$ cat src/rtl/addsub_accum_pipe_pkg.sv
// addsub_accum_pipe_pkg: op codes and decode helpers shared by RTL and testbench
package addsub_accum_pipe_pkg;
    localparam logic [1:0] OP_ADD     = 2'b00;
    localparam logic [1:0] OP_SUB     = 2'b01;
    localparam logic [1:0] OP_ACC_ADD = 2'b10;
    localparam logic [1:0] OP_ACC_SUB = 2'b11;
    function automatic logic is_acc(input logic [1:0] op);
        return op[1];
    endfunction
    function automatic logic is_sub(input logic [1:0] op);
        return op[0];
    endfunction
endpackage

$ cat src/rtl/addsub_accum_pipe_adder.sv
// addsub_accum_pipe_adder: full-adder cell and the ripple_adder_n chain built from it
module full_adder (
    input  logic x,
    input  logic y,
    input  logic ci,
    output logic s,
    output logic co
);
    assign s  = x ^ y ^ ci;
    assign co = (x & y) | (ci & (x ^ y));
endmodule

module ripple_adder_n #(
    parameter int WIDTH = 8
) (
    input  logic [WIDTH-1:0] x,
    input  logic [WIDTH-1:0] y,
    input  logic             cin,
    output logic [WIDTH-1:0] sum,
    output logic             c_msb,
    output logic             cout
);
    logic [WIDTH:0] c;
    assign c[0] = cin;
    genvar i;
    generate
        for (i = 0; i < WIDTH; i++) begin : g_fa
            full_adder u_fa (.x(x[i]), .y(y[i]), .ci(c[i]), .s(sum[i]), .co(c[i+1]));
        end
    endgenerate
    assign c_msb = c[WIDTH-1];
    assign cout  = c[WIDTH];
endmodule

$ cat src/rtl/addsub_accum_pipe.sv
// addsub_accum_pipe: two-stage add/sub/accumulate pipeline with valid/ready handshake
module addsub_accum_pipe
    import addsub_accum_pipe_pkg::*;
#(
    parameter int WIDTH    = 8,
    parameter bit SATURATE = 1'b0
) (
    input  logic             clk,
    input  logic             rst,
    input  logic             in_valid,
    output logic             in_ready,
    input  logic [1:0]       op,
    input  logic [WIDTH-1:0] a,
    input  logic [WIDTH-1:0] b,
    input  logic             clr_sticky,
    output logic             out_valid,
    input  logic             out_ready,
    output logic [WIDTH-1:0] s,
    output logic             carry,
    output logic             overflow,
    output logic             sticky_ovf
);
    logic             s1_valid;
    logic [1:0]       s1_op;
    logic [WIDTH-1:0] s1_a;
    logic [WIDTH-1:0] s1_b;
    logic [WIDTH-1:0] acc;
    logic [WIDTH-1:0] x;
    logic [WIDTH-1:0] y;
    logic [WIDTH-1:0] sum;
    logic [WIDTH-1:0] s_next;
    logic             c_msb;
    logic             cout;
    logic             ovf;
    logic             s2_load;
    logic             s2_take;
    assign s2_load  = !out_valid || out_ready;
    assign s2_take  = s2_load && s1_valid;
    assign in_ready = !s1_valid || s2_load;
    // acc always holds the previous op's result, so back-to-back accumulates see it directly
    assign x = is_acc(s1_op) ? acc : s1_a;
    assign y = is_acc(s1_op) ? s1_a : s1_b;
    ripple_adder_n #(.WIDTH(WIDTH)) u_add (
        .x(x),
        .y(is_sub(s1_op) ? ~y : y),
        .cin(is_sub(s1_op)),
        .sum(sum),
        .c_msb(c_msb),
        .cout(cout)
    );
    assign ovf    = c_msb ^ cout;
    assign s_next = (SATURATE && ovf) ? {x[WIDTH-1], {(WIDTH-1){~x[WIDTH-1]}}} : sum;
    always_ff @(posedge clk) begin
        if (rst) begin
            s1_valid   <= 1'b0;
            s1_op      <= '0;
            s1_a       <= '0;
            s1_b       <= '0;
            out_valid  <= 1'b0;
            s          <= '0;
            carry      <= 1'b0;
            overflow   <= 1'b0;
            acc        <= '0;
            sticky_ovf <= 1'b0;
        end else begin
            if (in_ready) begin
                s1_valid <= in_valid;
                s1_op    <= op;
                s1_a     <= a;
                s1_b     <= b;
            end
            if (s2_load) out_valid <= s1_valid;
            if (s2_take) begin
                s        <= s_next;
                carry    <= cout;
                overflow <= ovf;
                acc      <= s_next;
            end
            if (s2_take && ovf) sticky_ovf <= 1'b1;
            else if (clr_sticky) sticky_ovf <= 1'b0;
        end
    end
endmodule

$ cat config.mk
export PLATFORM = sky130hd
export DESIGN_NAME = addsub_accum_pipe
export DESIGN_NICKNAME = d
export VERILOG_FILES = /design/src/rtl/addsub_accum_pipe_pkg.sv /design/src/rtl/addsub_accum_pipe_adder.sv /design/src/rtl/addsub_accum_pipe.sv
export SDC_FILE = /design/constraint.sdc
export NUM_CORES = 1
export LEC_CHECK = 0
export CAP_MARGIN = 20
export CORE_ASPECT_RATIO = 1.25
export CORE_MARGIN = 2
export CORE_UTILIZATION = 45
export DETAILED_ROUTE_END_ITERATION = 7
export PLACE_DENSITY = 0.74
export SLEW_MARGIN = 0
export SYNTH_ARGS = -nofsm -noshare
export SYNTH_HDL_FRONTEND = slang
export SYNTH_SLANG_ARGS = --single-unit
export TNS_END_PERCENT = 50
$ cat constraint.sdc
create_clock -name clk -period 4.9 [get_ports clk]
set_input_delay 0.49 -clock clk [delete_from_list [all_inputs] [get_ports clk]]
set_output_delay 0.49 -clock clk [all_outputs]
set_load 0.02 [all_outputs]
==> flow_metrics.tcl, run 1 <==
set metrics [dict create \
    dp_hpwl_um 2470 \
    rr_worst_depth 13 \
    clock_power_share_pct 31.6 \
    cts_sinks 31 \
    seqPwrFrac_pct 47.8 \
    synthFlopType "dfxtp_1" \
    p_per_area_mw_per_mm2 297 \
    power_leakage_nw 0.756 \
    nNetsFinal 233 \
    die_y_um 69.2 \
    num_rows 23 \
    skew_ns 0.00431 \
    vias_per_cell 5.39 \
    worst_pin_slew_ns 0.519 \
    wl_per_cell_um 14.1 \
    cts_tree "built" \
    slew_viol_final 0 \
    cpLargestDelayFamily "adder cells" \
    hold_path_class "reg -> reg" \
    startpoint_type "flop" \
    ys_warn_count 0 \
    end_kind "flop" \
    syn_nets 198 \
    grt_pass1_vias 1325 \
    netlist_instances 168 \
    critPathArrivalTime_ns 4.22 \
    cp.required_ns 5.11 \
    htree_levels 2 \
    internal-power_w 0.000431 \
    diodes 0 \
    switching_share_pct 27.6 \
    antenna_found_initial 0 \
    ant_nets 0 \
    finalSetupViolCount 0 \
    max_cap_viol_count 0 \
    place_congestion 0.808 \
    ys_types 27 \
    postCtsSetupBuffers 0 \
    grt_usage_pct 19.4 \
    max_freq_mhz 249 \
    area_growth_pct 31.0 \
    drtPass1Iterations 4 \
    yosys.area.top_type "dfxtp_1" \
    fin_tns_setup_ns 0 \
    rsz0062_at_grt "false" \
    crit_type "reg -> reg" \
    critPathMaxStageDelay_ns 0.57 \
    hold_buffers 0 \
    worst-path-buf-inv 1 \
    portBuffers 35 \
    cts_root_buf "clkbuf_8" \
    max_slew_margin_pct 65.3 \
    slowest_stage "dfxtp_1" \
    synth-seq-cells 31 \
    crit_top_cell "fa_1" \
    switchingPower_w 0.000164 \
    grt_first_pass_wirelength_um 6000 \
    synth-edff-count 0 \
    num_vias 1298 \
    grt_overflow_total 0 \
    synth.area.top_cells "dfxtp_1 (41%), a21oi_1 (9.2%), fa_1 (9.2%)" \
    avgSynthCellArea_sq_um 9.12 \
    async_reset_ff_share_pct 0 \
    start_util_pct 47.5 \
    cts.clk_slew.worst_paths_ns 0.06 \
    die_w_um 56.2 \
    core_sq_mm 0.00322 \
    drc_errors 0 \
    syn_area_sq_mm 0.00153 \
    hold_depth 2 \
    pwr-share-comb_pct 20.7 \
    period_minus_slack_ns 4.01 \
    drtIter0Drc 17 \
    synth_most_common_cell "nand2_1" \
    drive_gt1_share_pct 9.80 \
    peakVddDrop_v 0.000289 \
    dieArea_sq_mm 0.00389 \
    synth_common_cells "nand2_1 (36), dfxtp_1 (31), a21oi_1 (28)" \
    cp_num_cells 13 \
    ys_seq_area_share_pct 40.5 \
    post-route-period-util_pct 81.8 \
    cts_inserted_buffers 5 \
    fin_util_pct 62.3 \
    insertion_delay_ns 0.28 \
    clock_path_buffers 2 \
    path_cells "mux2i_1 > xor2_1 > fa_1 > fa_1 > fa_1 > fa_1 > fa_1 > inv_1 > fa_1 > fa_1 > xnor2_1 > o32ai_1 > nor2b_1" \
    drt_wl_total_um 3410 \
    yosys.area.top_type_share_pct 40.5 \
    crit_fanout 10 \
    ios 36 \
    grt_max_degree 32 \
    postCtsResizedCells 0 \
    finalHoldViolCount 0 \
    status "finished, final reports clean" \
]
==> metrics by stage <==
| stage | area (sq um) | std cells | hold WS [ns] | setup slack, ns | total power (W) |
|---|---|---|---|---|---|
| detailed placement | 1900 | 232 | 0.448 | 0.891 | 0.000411 |
| CTS | 1980 | 240 | 0.460 | 0.867 | 0.000599 |
| global route | 2010 | 241 | 0.479 | 0.639 | 0.000628 |
| floorplan | 1530 | 168 | 0.431 | 1.06 | 0.000360 |
| finish | 2010 | 241 | 0.457 | 0.892 | 0.000595 |
| global placement | 1900 | 232 | 0.444 | 1.03 | 0.000406 |
==> sequential cells by signal, indices dropped and copies added, names as in the netlist <==
signal / count
sticky_ovf: 1
s1_op: 2
s1_valid: 1
out_valid: 1
carry: 1
s1_b: 8
acc: 8
s1_a: 8
overflow: 1
==> logic make-up after synthesis <==
group,count (synthesis),share of synthesized area (%)
AOI/OAI and AO/OA,41,15.6
xor gates and xnor gates,9,5.15
adders and majority gates,7,9.15
buffers and inverters,15,4.90
DFF,31,40.5
muxes,15,10.0
and+or+nand+nor,50,14.6
==> layout by cell type, fill, tap and decap left out, types with 2 or more instances in the layout <==
cell	synthesis	final
nand3b_1	2	2
buf_4	0	3
clkbuf_8	0	5
nor2b_1	2	2
fa_1	7	7
mux2i_1	12	12
xnor2_1	4	4
nor2_1	3	3
xor2_1	5	5
clkdlybuf4s50_1	0	35
nand3_1	3	3
clkinv_2	0	3
a21oi_1	28	28
o21ai_0	4	4
mux2_2	3	3
inv_1	2	2
a211oi_1	6	6
nand2_1	36	36
dfxtp_1	31	31
==> worst reg2reg max path, delay by kind of cell, from the launching register on <==
kind	cells	cell delay (ns)
buf+inv	1	0.08
simple gates	1	0.16
xor+xnor	2	0.21
fa+ha+maj	7	2.45
mux	1	0.26
compound gates	1	0.22
flops	1	0.57
==> path summary, 6_finish.rpt <==
kind	startpoint	to	slack (ns)
worst max-delay path	s1_op[1]	sticky_ovf	0.89
worst min-delay path	s1_b[7]	s1_b[7]	0.46
worst max register to register	s1_op[1]	sticky_ovf	0.89
worst min register to register	s1_b[7]	s1_b[7]	0.46
==> per-layer routing <==
metal / part of all wire, % / routed length [um] / track usage (%)
met5: 0 / 0 / 0
met4: 1.2 / 41 / 6.88
met1: 42 / 1440 / 23.1
met2: 53 / 1800 / 33.2
met3: 3.6 / 123 / 5.22
==> power by group through the flow <==
stage          combinational, W  sequential (W)  clock (W)
3_3_place_gp           0.000117        0.000289          0
3_5_place_dp           0.000121        0.000290          0
5_1_grt                0.000137        0.000287   0.000205
4_1_cts                0.000122        0.000284   0.000193
6_report               0.000123        0.000284   0.000188
2_1_floorplan         0.0000681        0.000292          0
==> cell type report <==
cell class	instances	area, sq um
Timing Repair Buffer	39	400
Tap cell	37	46.3
Inverter	4	20.0
Fill cell	293	1220
Clock buffer	5	68.8
Clock inverter	3	15.0
Multi-Input combinational cell	122	836
Sequential cell	31	621
No activity file was read; power rests on OpenSTA's default activity.
==> run 2, diff against run 1 <==
- clock period: 4.9 -> 4 ns (I/O delays scaled with it)
==> flow_metrics.tcl, run 2 (same netlist as run 1, synthesis figures left out) <==
set metrics [dict create \
    status "finished, final reports clean" \
    layout_commonest_cell "nand2_1" \
    hold_depth 2 \
    grt_overflow_total 0 \
    num_vias 1303 \
    path_cells "mux2i_1 > xor2_1 > fa_1 > fa_1 > fa_1 > fa_1 > fa_1 > inv_1 > fa_2 > fa_1 > nand3_1 > a21oi_1" \
    rsz0062_at_grt "false" \
    portBuffers 35 \
    antenna_found_initial 0 \
    p_per_area_mw_per_mm2 364 \
    grt_max_degree 32 \
    place_congestion 0.816 \
    hold_path_class "reg -> reg" \
    cts_inserted_buffers 5 \
    crit_top_cell "fa_1" \
    most-common-layout-cells "nand2_1 (36), clkdlybuf4s50_1 (35), dfxtp_1 (31)" \
    fillers 267 \
    clock_power_share_pct 30.8 \
    crit_fanout 2 \
    worst_pin_slew_ns 0.604 \
    wl_per_cell_um 15.5 \
    skew_ns 0.00384 \
    num_rows 23 \
    vias_per_cell 5.43 \
    cts.clk_slew.worst_paths_ns 0.06 \
    slew_viol_final 0 \
    grt_usage_pct 21.0 \
    largestRegisters "acc x8, s1_a x8, s1_b x8" \
    rr_worst_depth 12 \
    cts_tree "built" \
    dieArea_sq_mm 0.00389 \
    internal-power_w 0.000528 \
    period_minus_slack_ns 3.78 \
    core_sq_mm 0.00322 \
    max_freq_mhz 264 \
    max_slew_margin_pct 59.7 \
    post-route-period-util_pct 94.5 \
    peakVddDrop_v 0.000272 \
    drive_gt1_share_pct 9.36 \
    cp.required_ns 4.16 \
    grt_first_pass_wirelength_um 6390 \
    drtIter0Drc 64 \
    finalSetupViolCount 0 \
    max_cap_viol_count 0 \
    critPathArrivalTime_ns 3.94 \
    clock_path_buffers 2 \
    grt_pass1_vias 1371 \
    startpoint_type "flop" \
    end_kind "flop" \
    pwr-share-comb_pct 21.7 \
    die_w_um 56.2 \
    ios 36 \
    die_y_um 69.2 \
    seqPwrFrac_pct 47.6 \
    cts_root_buf "clkbuf_8" \
    dpl_cell_area_sq_mm 0.00190 \
    switching_share_pct 27.7 \
    finalHoldViolCount 0 \
    crit_type "reg -> reg" \
    drc_errors 0 \
    critPathMaxStageDelay_ns 0.43 \
    r2r_slack_ns 0.22 \
    diodes 0 \
    insertion_delay_ns 0.28 \
    drt_wl_total_um 3720 \
    start_util_pct 47.5 \
    power_leakage_nw 0.750 \
    design_area_sq_mm 0.00201 \
    dp_hpwl_um 2550 \
    ant_nets 0 \
    slowest_stage "fa_1" \
    drtPass1Iterations 4 \
    area_growth_pct 31.0 \
    cts_sinks 31 \
    nNetsFinal 234 \
    switchingPower_w 0.000202 \
    fin_tns_setup_ns 0 \
    htree_levels 2 \
    hold_buffers 0 \
]
==> run 2: cell types whose count changed in the layout (fill, tap and decap cells not counted) <==
cell,delta
fa_2,+1
clkinv_2,-3
fa_1,-1
clkbuf_1,+1
buf_4,+1
==> run 2: final timing paths <==
kind	from	to
min reg2reg	s1_b[5]	s1_b[5]
max reg2reg	s1_op[1]	acc[7]
max	s1_op[1]	acc[7]
min	s1_b[5]	s1_b[5]
==> run 2: stage by stage <==
stage / util (%) / std cells / total power [W] / setup slack, ns / hold WS, ns
after floorplan: - / 168 / 0.000442 / 0.161 / 0.431
after global placement: 59.0 / 233 / 0.000499 / 0.334 / 0.443
after detailed placement: 59.0 / 233 / 0.000506 / 0.252 / 0.453
after CTS: 61.3 / 239 / 0.000728 / 0.180 / 0.464
after global routing: 62.2 / 240 / 0.000768 / 0.0166 / 0.484
final: 62.2 / 240 / 0.000730 / 0.218 / 0.466
==> run 2: metal layers <==
metal	global-route usage [%]	share of wire, %
met1	23.6	39
met3	5.78	6.0
met4	7.94	2.1
met2	37.0	53
met5	0	0
==> run 2: power by group through the flow <==
stage,Combinational (W),Clock [W],Sequential (W)
after CTS,0.000154,0.000227,0.000347
after detailed placement,0.000153,0,0.000354
after global routing,0.000173,0.000245,0.000350
after global placement,0.000146,0,0.000353
after floorplan,0.0000835,0,0.000358
final,0.000158,0.000225,0.000347
==> run 2: critical path: cells and delay by family (launching register included) <==
family | cells | cell delay, ns
simple gates | 1 | 0.09
mux | 1 | 0.26
xor+xnor | 1 | 0.12
flops | 1 | 0.38
compound gates | 1 | 0.09
buf+inv | 1 | 0.08
fa+ha+maj | 7 | 2.63
==> run 2: layout make-up <==
cell class,count,area [sq um],share of cell area (%)
Multi-Input combinational cell,122,838,41.8
Sequential cell,31,621,30.9
Timing Repair Buffer,40,408,20.3
Clock buffer,6,72.6,3.62
Tap cell,37,46.3,2.31
Inverter,4,20.0,0.998
==> run 2: repair_timing <==
| item | 4_1_cts | 5_1_grt |
|---|---|---|
| setup buffers | 0 | 0 |
| hold endpoints to repair | 0 | 0 |
| gates resized for setup | 0 | 1 |
| setup endpoints to repair | 0 | 1 |
==> run 3, diff against run 2 <==
- CORE_UTILIZATION: 45 -> 49
- PLACE_DENSITY: 0.74 -> 0.8
==> flow_metrics.tcl, run 3 (same netlist as run 1, synthesis figures left out) <==
set metrics [dict create \
    power_w 0.000762 \
    startpoint_type "flop" \
    crit_top_cell "fa_1" \
    power_leakage_nw 0.749 \
    dp_hpwl_um 2500 \
    wl_per_cell_um 14.8 \
    dpl_cell_area_sq_mm 0.00189 \
    p_per_area_mw_per_mm2 379 \
    status "finished, final reports clean" \
    slew_viol_final 0 \
    start_util_pct 51.5 \
    drive_gt1_share_pct 11.8 \
    critPathMaxStageDelay_ns 0.44 \
    fin_tns_setup_ns 0 \
    cts_inserted_buffers 5 \
    rsz0062_at_grt "false" \
    drt_wl_total_um 3540 \
    cp-endpoint "sticky_ovf" \
    peakVddDrop_v 0.000266 \
    cts.clk_slew.worst_paths_ns 0.11 \
    hold_buffers 0 \
    max_freq_mhz 258 \
    finalSetupViolCount 0 \
    layout_commonest_cell "nand2_1" \
    crit_type "reg -> reg" \
    drtPass1Iterations 4 \
    ios 36 \
    cpLargestDelayFamily "adder cells" \
    insertion_delay_ns 0.35 \
    rr_worst_depth 13 \
    design_area_sq_mm 0.00201 \
    critPathLaunch "s1_op[1]" \
    critPathArrivalTime_ns 4.16 \
    cts_tree "built" \
    grt_overflow_total 0 \
    area_growth_pct 31.1 \
    postCtsSetupBuffers 0 \
    grt_max_degree 32 \
    worst_pin_slew_ns 0.589 \
    end_kind "flop" \
    most-common-layout-cells "nand2_1 (36), clkdlybuf4s50_1 (35), dfxtp_1 (30)" \
    cts_root_buf "clkbuf_4" \
    die_y_um 66.5 \
    hold_path_class "reg -> reg" \
    diodes 0 \
    max_slew_margin_pct 60.6 \
    max_cap_viol_count 0 \
    drc_errors 0 \
    slowest_stage "fa_1" \
    die_w_um 54.0 \
    htree_levels 2 \
    portBuffers 35 \
    r2r-start "s1_op[1]" \
    cp.required_ns 4.29 \
    cp_num_cells 13 \
    period_minus_slack_ns 3.87 \
    skew_ns 0.0173 \
    clock_path_buffers 2 \
    r2r_end "sticky_ovf" \
    nNetsFinal 233 \
    grt_usage_pct 22.0 \
    grt_pass1_vias 1255 \
    r2r_slack_ns 0.13 \
    post-route-period-util_pct 96.9 \
    crit_fanout 7 \
    ant_nets 0 \
    vias_per_cell 5.40 \
    drtIter0Drc 36 \
    num_rows 22 \
    path_cells "mux2i_2 > xor2_1 > fa_1 > fa_1 > fa_1 > fa_1 > fa_1 > inv_1 > fa_2 > fa_2 > xnor2_1 > o32ai_1 > nor2b_1" \
    largestRegisters "acc x8, s1_a x8, s1_b x8" \
    antenna_found_initial 0 \
    worst-path-buf-inv 1 \
    grt_first_pass_wirelength_um 5560 \
    cts_sinks 31 \
    core_sq_mm 0.00297 \
    place_congestion 0.805 \
    dieArea_sq_mm 0.00359 \
    finalHoldViolCount 0 \
    num_vias 1297 \
]
-- run 3: changes by cell type in the layout (fill, tap and decap cells not counted), sizes merged --
| cell | previous run | this run |
|---|---|---|
| buf | 5 | 4 |
| bufinv | 0 | 1 |
| clkinv | 1 | 2 |
-- run 3: per-layer routing --
metal	wire length, um	track usage (%)	vias up
met5	0	0	-
met4	125	15.0	0
met3	168	4.04	11
met2	1820	36.7	45
met1	1430	24.5	602
li1	-	-	639
-- run 3: repair_timing --
action / in CTS / in global routing
setup endpoints to repair: 0 / 3
resized for setup: 0 / 5
endpoints found under the hold margin: 0 / 0
-- run 3: layout make-up --
type	count	area, sq um
multi-input combinational	122	845
clock buffer	6	51.3
fill	257	965
sequential	31	624
inverter	4	20.0
timing repair buffer	39	388
tap	36	45.0
clock inverter	2	35.0
-- run 3: how the worst min path moves through the flow --
stage / endpoint / slack [ns] / depth (start not counted) / from
floorplan: s1_b[1] / 0.43 / 2 / s1_b[1]
global placement: s1_b[3] / 0.44 / 2 / s1_b[3]
detailed placement: s1_b[1] / 0.45 / 2 / s1_b[1]
CTS: s1_b[5] / 0.47 / 2 / s1_b[5]
global route: s1_b[5] / 0.48 / 2 / s1_b[5]
finish: s1_b[5] / 0.46 / 2 / s1_b[5]
-- run 3: worst register-to-register path: stages, from the launching register on --
cell and delay [ns]:
dfxtp_4 0.41, mux2i_2 0.23, xor2_1 0.11, fa_1 0.44, fa_1 0.40, fa_1 0.40
fa_1 0.41, fa_1 0.38, inv_1 0.09, fa_2 0.23, fa_2 0.22, xnor2_1 0.10
o32ai_1 0.24, nor2b_1 0.15
-- run 3: stage by stage --
step | utilization (%) | hold WS (ns) | std cells | worst slack [ns]
after floorplan | - | 0.431 | 168 | 0.161
after global placement | 63.7 | 0.439 | 231 | 0.250
after detailed placement | 63.7 | 0.452 | 231 | 0.0468
after CTS | 66.6 | 0.466 | 239 | 0.0221
after global routing | 67.6 | 0.483 | 240 | 0.0122
final | 67.6 | 0.460 | 240 | 0.125
-- run 3: power breakdown --
| part | internal (W) | switching, W | leakage (nW) |
|---|---|---|---|
| combinational | 0.0000799 | 0.0000724 | 0.444 |
| sequential | 0.000329 | 0.0000188 | 0.257 |
| clock | 0.000148 | 0.000114 | 0.0482 |
| total | 0.000556 | 0.000205 | 0.749 |
